## src/rtl/dsky_tx_framer.sv

```systemverilog
// DSKY display downstream framer: shadows VERB/NOUN/PROG writes and serializes each
// changed register as a 5-byte ASCII frame ('>', tag, two octal digits, CR) over valid/ready.
module dsky_tx_framer (
  input  logic        clock,
  input  logic        reset_n,
  input  logic        disp_write_en,
  input  logic [1:0]  disp_write_sel,
  input  logic [14:0] disp_write_data,
  output logic [7:0]  tx_data,
  output logic        tx_valid,
  input  logic        tx_ready,
  output logic        busy
);

  localparam int unsigned DIGIT_W  = 6;
  localparam int unsigned IDX_W    = 3;
  localparam int unsigned BYTE_W   = 8;
  localparam int unsigned NUM_REGS = 3;
  localparam int unsigned SEL_W    = 2;
  localparam logic [IDX_W-1:0] LAST_IDX = IDX_W'(4);

  localparam logic [SEL_W-1:0] SEL_VERB = SEL_W'(0);
  localparam logic [SEL_W-1:0] SEL_NOUN = SEL_W'(1);
  localparam logic [SEL_W-1:0] SEL_PROG = SEL_W'(2);

  typedef enum logic {
    ST_IDLE = 1'b0,
    ST_SEND = 1'b1
  } state_t;

  state_t               state, state_nxt;
  logic [IDX_W-1:0]     byte_idx, idx_nxt;
  logic [DIGIT_W-1:0]   frame_val, fval_nxt;
  logic [SEL_W-1:0]     frame_sel, fsel_nxt;
  logic [DIGIT_W-1:0]   shadow_v, shadow_n, shadow_p;
  logic [NUM_REGS-1:0]  dirty, dirty_nxt, dirty_clr, wr_set;
  logic [BYTE_W-1:0]    tx_data_nxt;
  logic                 busy_nxt;

  // Only the two octal digits of the AGC word are displayed.
  logic unused_upper;
  assign unused_upper = ^disp_write_data[14:DIGIT_W];

  function automatic logic [BYTE_W-1:0] frame_byte(input logic [SEL_W-1:0]   sel,
                                                   input logic [DIGIT_W-1:0] val,
                                                   input logic [IDX_W-1:0]   idx);
    logic [BYTE_W-1:0] tag;
    case (sel)
      SEL_VERB: tag = 8'h56;
      SEL_NOUN: tag = 8'h4E;
      default:  tag = 8'h50;
    endcase
    case (idx)
      IDX_W'(0): frame_byte = 8'h3E;
      IDX_W'(1): frame_byte = tag;
      IDX_W'(2): frame_byte = 8'h30 | BYTE_W'(val[5:3]);
      IDX_W'(3): frame_byte = 8'h30 | BYTE_W'(val[2:0]);
      IDX_W'(4): frame_byte = 8'h0D;
      default:   frame_byte = 8'h00;
    endcase
  endfunction

  // Next-state, arbitration and registered-output precompute.
  always_comb begin
    state_nxt = state;
    idx_nxt   = byte_idx;
    fval_nxt  = frame_val;
    fsel_nxt  = frame_sel;
    dirty_clr = '0;
    wr_set    = '0;

    case (state)
      ST_IDLE: begin
        if (|dirty) begin
          state_nxt = ST_SEND;
          idx_nxt   = '0;
          if (dirty[0]) begin
            fsel_nxt  = SEL_VERB;
            fval_nxt  = shadow_v;
            dirty_clr = 3'b001;
          end else if (dirty[1]) begin
            fsel_nxt  = SEL_NOUN;
            fval_nxt  = shadow_n;
            dirty_clr = 3'b010;
          end else begin
            fsel_nxt  = SEL_PROG;
            fval_nxt  = shadow_p;
            dirty_clr = 3'b100;
          end
        end
      end
      ST_SEND: begin
        if (tx_valid && tx_ready) begin
          if (byte_idx == LAST_IDX) begin
            state_nxt = ST_IDLE;
            idx_nxt   = '0;
          end else begin
            idx_nxt = byte_idx + IDX_W'(1);
          end
        end
      end
      default: state_nxt = ST_IDLE;
    endcase

    if (disp_write_en) begin
      case (disp_write_sel)
        SEL_VERB: wr_set = 3'b001;
        SEL_NOUN: wr_set = 3'b010;
        SEL_PROG: wr_set = 3'b100;
        default:  wr_set = '0;
      endcase
    end

    // A write in the same cycle as arbitration re-arms the register.
    dirty_nxt   = (dirty & ~dirty_clr) | wr_set;
    busy_nxt    = (state_nxt == ST_SEND) | (|dirty_nxt);
    tx_data_nxt = (state_nxt == ST_SEND) ? frame_byte(fsel_nxt, fval_nxt, idx_nxt) : '0;
  end

  always_ff @(posedge clock or negedge reset_n) begin
    if (!reset_n) begin
      state     <= ST_IDLE;
      byte_idx  <= '0;
      frame_val <= '0;
      frame_sel <= '0;
      dirty     <= '0;
      tx_valid  <= 1'b0;
      tx_data   <= '0;
      busy      <= 1'b0;
    end else begin
      state     <= state_nxt;
      byte_idx  <= idx_nxt;
      frame_val <= fval_nxt;
      frame_sel <= fsel_nxt;
      dirty     <= dirty_nxt;
      tx_valid  <= (state_nxt == ST_SEND);
      tx_data   <= tx_data_nxt;
      busy      <= busy_nxt;
    end
  end

  // Latest-value shadows.
  always_ff @(posedge clock or negedge reset_n) begin
    if (!reset_n) begin
      shadow_v <= '0;
      shadow_n <= '0;
      shadow_p <= '0;
    end else if (disp_write_en) begin
      case (disp_write_sel)
        SEL_VERB: shadow_v <= disp_write_data[DIGIT_W-1:0];
        SEL_NOUN: shadow_n <= disp_write_data[DIGIT_W-1:0];
        SEL_PROG: shadow_p <= disp_write_data[DIGIT_W-1:0];
        default:  ;
      endcase
    end
  end

endmodule

```

## config.mk

```make
export PLATFORM = sky130hd
export DESIGN_NAME = dsky_tx_framer
export DESIGN_NICKNAME = d
export VERILOG_FILES = /design/src/rtl/dsky_tx_framer.sv
export SDC_FILE = /design/constraint.sdc
export NUM_CORES = 1
export LEC_CHECK = 0
export BUFFER_PORTS_ARGS = -buffer_cell sky130_fd_sc_hd__clkbuf_2
export CORE_MARGIN = 2
export CORE_UTILIZATION = 49
export CTS_CLUSTER_DIAMETER = 30
export DETAILED_ROUTE_END_ITERATION = 7
export PLACE_DENSITY = 0.79
export SYNTH_ARGS = -nofsm -noshare
export SYNTH_HDL_FRONTEND = slang
export SYNTH_SLANG_ARGS = --single-unit
```

## constraint.sdc

```tcl
create_clock -name clock -period 1.9 [get_ports clock]
set_input_delay 0.285 -clock clock [delete_from_list [all_inputs] [get_ports clock]]
set_output_delay 0.285 -clock clock [all_outputs]
set_load 0.005 [all_outputs]
```

=== Yosys cells after proc, flatten, opt, wreduce, memory -nomap -nowiden ===
Cells that the tools add are included.

* $add $sub $neg: 1
* Equal/unequal tests: 8
* Multipliers: 0
* Bitwise logic cells: 5
* Shift operators: 0
* Div/mod/pow operators: 0
* Multiplexer cells: 25
* Magnitude comparators: 0
* Reductions and logical operators: 9

{| class="wikitable"
|+ Operators by type and width
! operator !! number
|-
| case mux 8 bit (5 select lines) || 1
|-
| two-way mux 3 bit || 8
|-
| two-way mux 6 bit || 4
|-
| case mux 5 bit (2 select lines) || 1
|-
| case mux 3 bit (3 select lines) || 1
|-
| two-way mux 2 bit || 4
|-
| two-way mux 8 bit || 1
|-
| == test 3 x 2 -> 1 bit (second input constant) || 2
|-
| == test 3 bit (second input constant) || 2
|-
| case mux 3 bit (2 select lines) || 1
|-
| AND reduction 2 bit || 3
|-
| OR reduction 3 bit || 2
|-
| == test 2 x 1 -> 1 bit (second input constant) || 2
|-
| logical NOT 2 bit || 2
|-
| adder 3 x 1 -> 3 bit (second input constant) || 1
|-
| bitwise AND 3 bit || 1
|-
| == test 3 x 1 -> 1 bit (second input constant) || 1
|-
| logical NOT 3 bit || 1
|-
| two-way mux 1 bit || 3
|-
| inverter 3 bit || 1
|-
| OR 3 bit || 1
|-
| == test 2 bit (second input constant) || 1
|-
| case mux 1 bit (2 select lines) || 1
|-
| logical AND 1 bit || 1
|-
| 2 further kinds || 2
|}

* Input port bits: 21
* Register bits: 42
* Bits in latches: 0
* Memory bits (read-only): 0
* RAM bits: 0
* Memories: 0

=== Logic depth before layout (Yosys ltp) ===
Gate-level depths: netlist (run 1).

* Depth after elaboration: 9
* Mapped depth: 8
* Depth with buffers taken out: 8

=== Worst setup path after synthesis (run 1) ===
Ideal clock, no wire load.

* Path kind: register to register
* Start: register byte_idx[0]
* End: register tx_data[1]
* Buffers on the path: 0
* Arrival: 1684 ps
* Period minus slack after synthesis: 1778 ps
* Setup slack: 122 ps
* Setup time: 94 ps
* Cell stages (with the launch flop): 9
* Cell sequence: dfrtp_1 -> inv_1 -> ha_1 -> mux2_1 -> a22oi_1 -> inv_2 -> nor2_1 -> a21oi_1 -> a211oi_1

* Word-level cells in the longest chain between the ends: 7

{| class="wikitable"
|+ Ends and longest elaborated chain
! element !! RTL line !! RTL
|-
| from (decl) || 32 || <nowiki>logic [IDX_W-1:0] byte_idx, idx_nxt;</nowiki>
|-
| from (signal assigned) || 132 || <nowiki>byte_idx <= idx_nxt;</nowiki>
|-
| adder 3 x 1 -> 3 bit or == test 3 bit (tied branches) || 98, 94 ||
|-
| two-way mux 3 bit * || 94 || <nowiki>if (byte_idx == LAST_IDX) begin</nowiki>
|-
| two-way mux 3 bit * || 93 || <nowiki>if (tx_valid && tx_ready) begin</nowiki>
|-
| case mux 3 bit (2 select lines) * || 72 || <nowiki>case (state)</nowiki>
|-
| net idx_nxt[1] || 32 ||
|-
| == test 3 bit, or another cell as far along || 53 || <nowiki>case (idx)</nowiki>
|-
| case mux 8 bit (5 select lines) * || 53 ||
|-
| two-way mux 8 bit * || 117 || <nowiki>tx_data_nxt = (state_nxt == ST_SEND) ? frame_byte(fsel_nxt, fval_nxt, idx_nxt) : '0;</nowiki>
|-
| net tx_data_nxt[1] || 37 || <nowiki>logic [BYTE_W-1:0] tx_data_nxt;</nowiki>
|-
| to (signal assigned) || 137 || <nowiki>tx_data <= tx_data_nxt;</nowiki>
|-
| to (decl) || 9 || <nowiki>output logic [7:0] tx_data,</nowiki>
|}

The timed path passes the listed nets; every way through them passes the cells marked *.
A chain may end at the register's enable or synchronous reset.

=== Worst setup path in the final report (run 1) ===
* Start: register dirty[2]
* End: register tx_data[0]

* Word-level cells in the longest chain between the ends: 6

{| class="wikitable"
|+ Ends and longest elaborated chain
! element !! RTL line !! RTL
|-
| from (decl) || 36 || <nowiki>logic [NUM_REGS-1:0] dirty, dirty_nxt, dirty_clr, wr_set;</nowiki>
|-
| from (signal assigned) || 135 || <nowiki>dirty <= dirty_nxt;</nowiki>
|-
| OR reduction 3 bit * || 74 || <nowiki>if (|dirty) begin</nowiki>
|-
| two-way mux 3 bit || 74 ||
|-
| case mux 3 bit (2 select lines) || 72 ||
|-
| == test 3 bit, or another cell as far along || 53 ||
|-
| case mux 8 bit (5 select lines) || 53 ||
|-
| two-way mux 8 bit * || 117 ||
|-
| net tx_data_nxt[0] || 37 ||
|}

Marked as above.

==> results.json, run 1 <==
{
  "worst_ep_arrival_time_ns": 2.00,
  "grt_pass1_wl_microns": 5790,
  "first_global_vias": 1279,
  "cts_root_buf": "clkbuf_8",
  "finish.utilization_pct": 60.8,
  "max_freq_mhz": 561,
  "track_usage_pct": 18.4,
  "peakVddDrop_mv": 0.736,
  "period_needed_ns": 1.78,
  "ant_nets": 0,
  "cts_max_level": 2,
  "synth-seq-area-share_pct": 56.4,
  "viasPerCell": 5.28,
  "dpl_cell_area_sq_um": 2040,
  "dieArea_sq_um": 4220,
  "ys_top_cells_by_area": "dfrtp_1 (56%), mux2_2 (12%), a21oi_1 (2.7%)",
  "end_kind": "flip-flop",
  "nFillCells": 303,
  "min_path_type": "in -> reg",
  "synth_area_sq_um": 1820,
  "final_area_sq_um": 2190,
  "max_stage_delay_ns": 0.47,
  "async_reset_ff_share_pct": 100,
  "post-route-period-util_pct": 93.9,
  "setup_violations": 0,
  "slew_violations": 0,
  "overflow": 0,
  "hold_viol": 0,
  "area_growth_pct": 20.4,
  "p_leak_nw": 1.04,
  "synth-edff-count": 0,
  "max-cap-violations": 0,
  "core_area_sq_um": 3610,
  "clock_latency_ns": 0.29,
  "path_buf_inv": 1,
  "dr_total_vias": 1282,
  "cts_tree": "yes",
  "drive_gt1_share_pct": 33.8,
  "die_height_microns": 65.0,
  "setup_tns_ns": 0,
  "tightest_slew_ns": 0.544,
  "synth_seq_cells": 41,
  "synth_nets": 183,
  "synth_flop_cell": "dfrtp_1",
  "num-nets-final": 217,
  "routedWlPerCell_microns": 13.4,
  "synthCells": 160,
  "critPathSlowestCell": "or4_1",
  "die_w_microns": 65.0,
  "initial_core_util_pct": 50.5,
  "cp_max_fo": 5,
  "cts.sinks": 41,
  "yosysWarnings": 0,
  "p_per_area_nw_per_um2": 1390,
  "antenna_found_initial": 0,
  "rows": 22,
  "portBuffers": 20,
  "path_delay_family": "simple AND/OR/NAND/NOR gates",
  "dr.pass1.iters": 4,
  "yosys.cell_types.count": 38,
  "cts_made_buffers": 5,
  "crit_type": "reg -> reg",
  "worstPathRequired_ns": 2.12,
  "report.power.total_w": 0.00305,
  "ys_top_cells_by_count": "dfrtp_1 (41), mux2_2 (19), nand2_1 (12)",
  "synth_top_area_share_pct": 56.4,
  "slew_headroom_pct": 63.3,
  "rsz0062_at_grt": "false",
  "drc_errors": 0,
  "path_clk_slew_ns": 0.08,
  "synthMostInstantiatedCell": "dfrtp_1",
  "gp_congestion": 0.918,
  "skew_ns": 0.00413,
  "clockBufferDepth": 2,
  "critPathLaunchType": "flip-flop",
  "status": "finished, final reports clean",
  "antenna_cells": 0,
  "syn_area_per_cell_sq_um": 11.4,
  "ioPinCount": 31,
  "grt_max_degree": 29,
  "crit_chain": "nor4_4, a22oi_2, buf_4, or4_1, o21ai_1",
  "synth_top_cell_by_area": "dfrtp_1",
  "totalWireLength_microns": 3270,
  "hpwl_microns": 2380,
  "drt_iter0_markers": 36
}
[logic make-up after synthesis]
family                     after synthesis  share of synthesized area [%]
adders and majority gates                2                           1.37
and+or+nand+nor                         39                           11.1
buffers and inverters                   16                           3.64
muxes                                   25                           15.1
other                                    1                          0.206
AOI/OAI and AO/OA                       36                           12.2
DFF                                     41                           56.4
[per-stage QoR]
step	hold WS [ns]	setup slack, ns	std cells
floorplan	-0.0106	0.122	160
global placement	0.190	0.125	233
detailed placement	0.195	0.0652	233
CTS	0.238	0.0539	242
global route	0.238	0.0194	243
finish	0.246	0.117	243
[report_power, final]
part           internal [W]  leakage, nW  total, W  switching, W
logic              0.000526        0.499   0.00111      0.000580
registers           0.00113        0.482   0.00126      0.000121
clock network      0.000393       0.0543  0.000686      0.000293
total               0.00205         1.04   0.00305      0.000995
[sequential cells by signal (all words and copies together), names as in the netlist]
register   flops
frame_val      6
busy           1
byte_idx       3
shadow_p       6
frame_sel      2
shadow_n       6
shadow_v       6
dirty          3
state          1
tx_data        7
[layer usage]
layer | global-route usage (%) | up-vias | routed length [microns]
met5 | 0 | - | 0
met4 | 7.71 | 0 | 66
met3 | 6.25 | 7 | 144
met2 | 31.4 | 25 | 1670
met1 | 20.8 | 624 | 1390
li1 | - | 626 | -
[layout make-up]
type | instances | area (sq um) | area share [%]
tap | 48 | 60.1 | 2.74
sequential | 41 | 1030 | 46.8
clock inverter | 3 | 46.3 | 2.11
multi-input combinational | 103 | 749 | 34.2
timing repair buffer | 34 | 208 | 9.47
inverter | 9 | 33.8 | 1.54
clock buffer | 5 | 68.8 | 3.14
[path summary, 6_finish.rpt]
kind,from,to,slack (ns),cells after the start
worst max register to register,dirty[2],tx_data[0],0.12,5
min in group asynchronous,reset_n,byte_idx[2],0.42,2
worst max-delay path,dirty[2],tx_data[0],0.12,5
worst min register to register,frame_val[3],frame_val[3],0.50,2
worst min-delay path,disp_write_data[2],shadow_p[2],0.25,2
max in group asynchronous,reset_n,frame_val[3],0.83,3
[cell usage in the layout (no fill, tap or decap), types with 2 or more instances in the layout]
master | Yosys | routed
a211oi_1 | 2 | 2
a21oi_1 | 10 | 9
buf_4 | 1 | 13
clkbuf_2 | 0 | 20
clkbuf_8 | 0 | 5
dfrtp_1 | 41 | 41
inv_1 | 8 | 8
mux2_2 | 19 | 19
mux2i_1 | 5 | 5
nand2_1 | 12 | 12
nor2_1 | 11 | 11
nor2b_1 | 5 | 5
nor3_1 | 3 | 3
o21ai_0 | 9 | 8
o21ai_1 | 1 | 2
o22ai_1 | 2 | 2
o31ai_1 | 2 | 2
or4_1 | 2 | 2
[what timing repair did]
item	in CTS	in global routing
hold endpoints to repair	13	0
endpoints found under the setup margin	0	5
hold buffers	1	0
setup buffers	0	1
gates resized for setup	0	5
Note: power is estimated with default switching activity, not from simulation.
==> inputs of run 2 (changes only) <==
Settings changed: BUFFER_PORTS_ARGS -buffer_cell sky130_fd_sc_hd__clkbuf_2 to unset, CORE_UTILIZATION 49 to 55, DONT_BUFFER_PORTS set to 1, PLACE_DENSITY 0.79 to 0.78.
==> results.json, run 2 (synthesis gave the netlist of run 1 again) <==
{
  "overflow": 0,
  "critPathLaunchType": "flip-flop",
  "holdPathStages": 1,
  "viasPerCell": 5.64,
  "skew_ns": 0.0123,
  "drive_gt1_share_pct": 25.3,
  "area_growth_pct": 11.9,
  "cp_max_fo": 5,
  "p_leak_nw": 0.939,
  "hpwl_microns": 2350,
  "ant_nets": 0,
  "grt_max_degree": 42,
  "instances_no_fill": 218,
  "first_global_vias": 1307,
  "worst-r2r-setup-slack_ns": 0.09,
  "cts_made_buffers": 5,
  "slew_violations": 0,
  "dr_total_vias": 1230,
  "max_freq_mhz": 554,
  "track_usage_pct": 21.2,
  "tightest_slew_ns": 0.533,
  "ioPinCount": 31,
  "period_needed_ns": 1.81,
  "die_height_microns": 61.5,
  "path_clk_slew_ns": 0.12,
  "crit_type": "reg -> reg",
  "rows": 20,
  "worstPathRequired_ns": 2.19,
  "portBuffers": 0,
  "setup_violations": 0,
  "drt_iter0_markers": 46,
  "reg2regPathDepth": 7,
  "hold_viol": 0,
  "min_path_type": "in -> reg",
  "report.power.total_w": 0.00278,
  "cts_root_buf": "clkbuf_4",
  "end_kind": "flip-flop",
  "gp_congestion": 0.798,
  "antenna_cells": 0,
  "cts_tree": "yes",
  "post-route-period-util_pct": 95.1,
  "totalWireLength_microns": 3280,
  "status": "finished, final reports clean",
  "whs_endpoint": "shadow_n[1]",
  "largest_reg_flops": 7,
  "final_cell_mix": "dfrtp_1 (41), mux2_2 (19), nand2_1 (12)",
  "max-cap-violations": 0,
  "worst_ep_arrival_time_ns": 2.10,
  "num-nets-final": 196,
  "slew_headroom_pct": 64.0,
  "min_from": "disp_write_data[1]",
  "dieArea_sq_um": 3790,
  "place_inst": 207,
  "antenna_found_initial": 0,
  "clock_latency_ns": 0.36,
  "dr.pass1.iters": 4,
  "cts_max_level": 2,
  "nFillCells": 263,
  "regMostFlops": "tx_data",
  "peakVddDrop_mv": 0.625,
  "cts.sinks": 41,
  "rr_endpoint": "tx_data[0]",
  "routedWlPerCell_microns": 15.0,
  "core_area_sq_um": 3100,
  "grt_pass1_wl_microns": 5710,
  "initial_core_util_pct": 58.7,
  "die_w_microns": 61.5,
  "clockBufferDepth": 2,
  "final_common_cell": "dfrtp_1",
  "p_per_area_nw_per_um2": 1360,
  "drc_errors": 0,
  "r2r_start": "byte_idx[0]"
}
==> run 2: through the flow <==
stage / setup WS [ns] / area [sq um] / utilization [%] / setup TNS (ns) / hold slack, ns
6_report: 0.0936 / 2040 / 65.6 / 0 / 0.0677
5_1_grt: -0.0352 / 2040 / 65.6 / -0.0466 / 0.0386
4_1_cts: 0.0364 / 2020 / 65.2 / 0 / 0.0604
3_5_place_dp: 0.0749 / 1920 / 61.8 / 0 / -0.00952
3_3_place_gp: 0.0894 / 1920 / 61.8 / 0 / -0.00946
2_1_floorplan: 0.122 / 1820 / - / 0 / -0.0106
==> run 2: worst max path at each step <==
stage	start	to	slack (ns)	cells past startpoint
after floorplan	byte_idx[0]	tx_data[1]	0.12	8
after global placement	byte_idx[0]	tx_data[1]	0.09	8
after detailed placement	byte_idx[0]	tx_data[1]	0.07	8
after CTS	byte_idx[0]	tx_data[1]	0.04	8
after global routing	byte_idx[0]	tx_data[0]	-0.04	6
final	byte_idx[0]	tx_data[0]	0.09	7
==> run 2: per-layer routing <==
metal / track usage [%] / up-vias / part of all wire (%)
li1: - / 592 / -
met1: 23.3 / 607 / 43
met2: 36.1 / 23 / 52
met3: 6.93 / 8 / 3.8
met4: 11.9 / 0 / 1.8
met5: 0 / - / 0
==> run 2: final cells by class <==
class | count | area, sq um | share of cell area (%)
sequential | 41 | 1030 | 50.4
multi-input combinational | 103 | 736 | 36.1
timing repair buffer | 13 | 113 | 5.53
clock buffer | 7 | 65.1 | 3.19
tap | 44 | 55.1 | 2.70
inverter | 9 | 33.8 | 1.66
clock inverter | 1 | 8.76 | 0.430
==> run 2: critical path, stage by stage (launching register included) <==
cell and delay [ns]:
dfrtp_1 0.40, buf_4 0.15, ha_1 0.21, o21ai_0 0.16, a21oi_1 0.10, o21ai_2 0.25, mux2_2 0.36, o21ai_1 0.12
==> run 2: timing repair <==
action	4_1_cts	5_1_grt
endpoints found under the hold margin	41	0
gates resized for setup	0	2
setup endpoints to repair	0	5
setup buffers	0	1
hold buffers	2	0
==> run 2: where the power goes <==
group / switching, W / internal, W / leakage (nW)
Sequential: 0.000142 / 0.00113 / 0.482
Combinational: 0.000535 / 0.000462 / 0.415
Clock: 0.000286 / 0.000221 / 0.0419
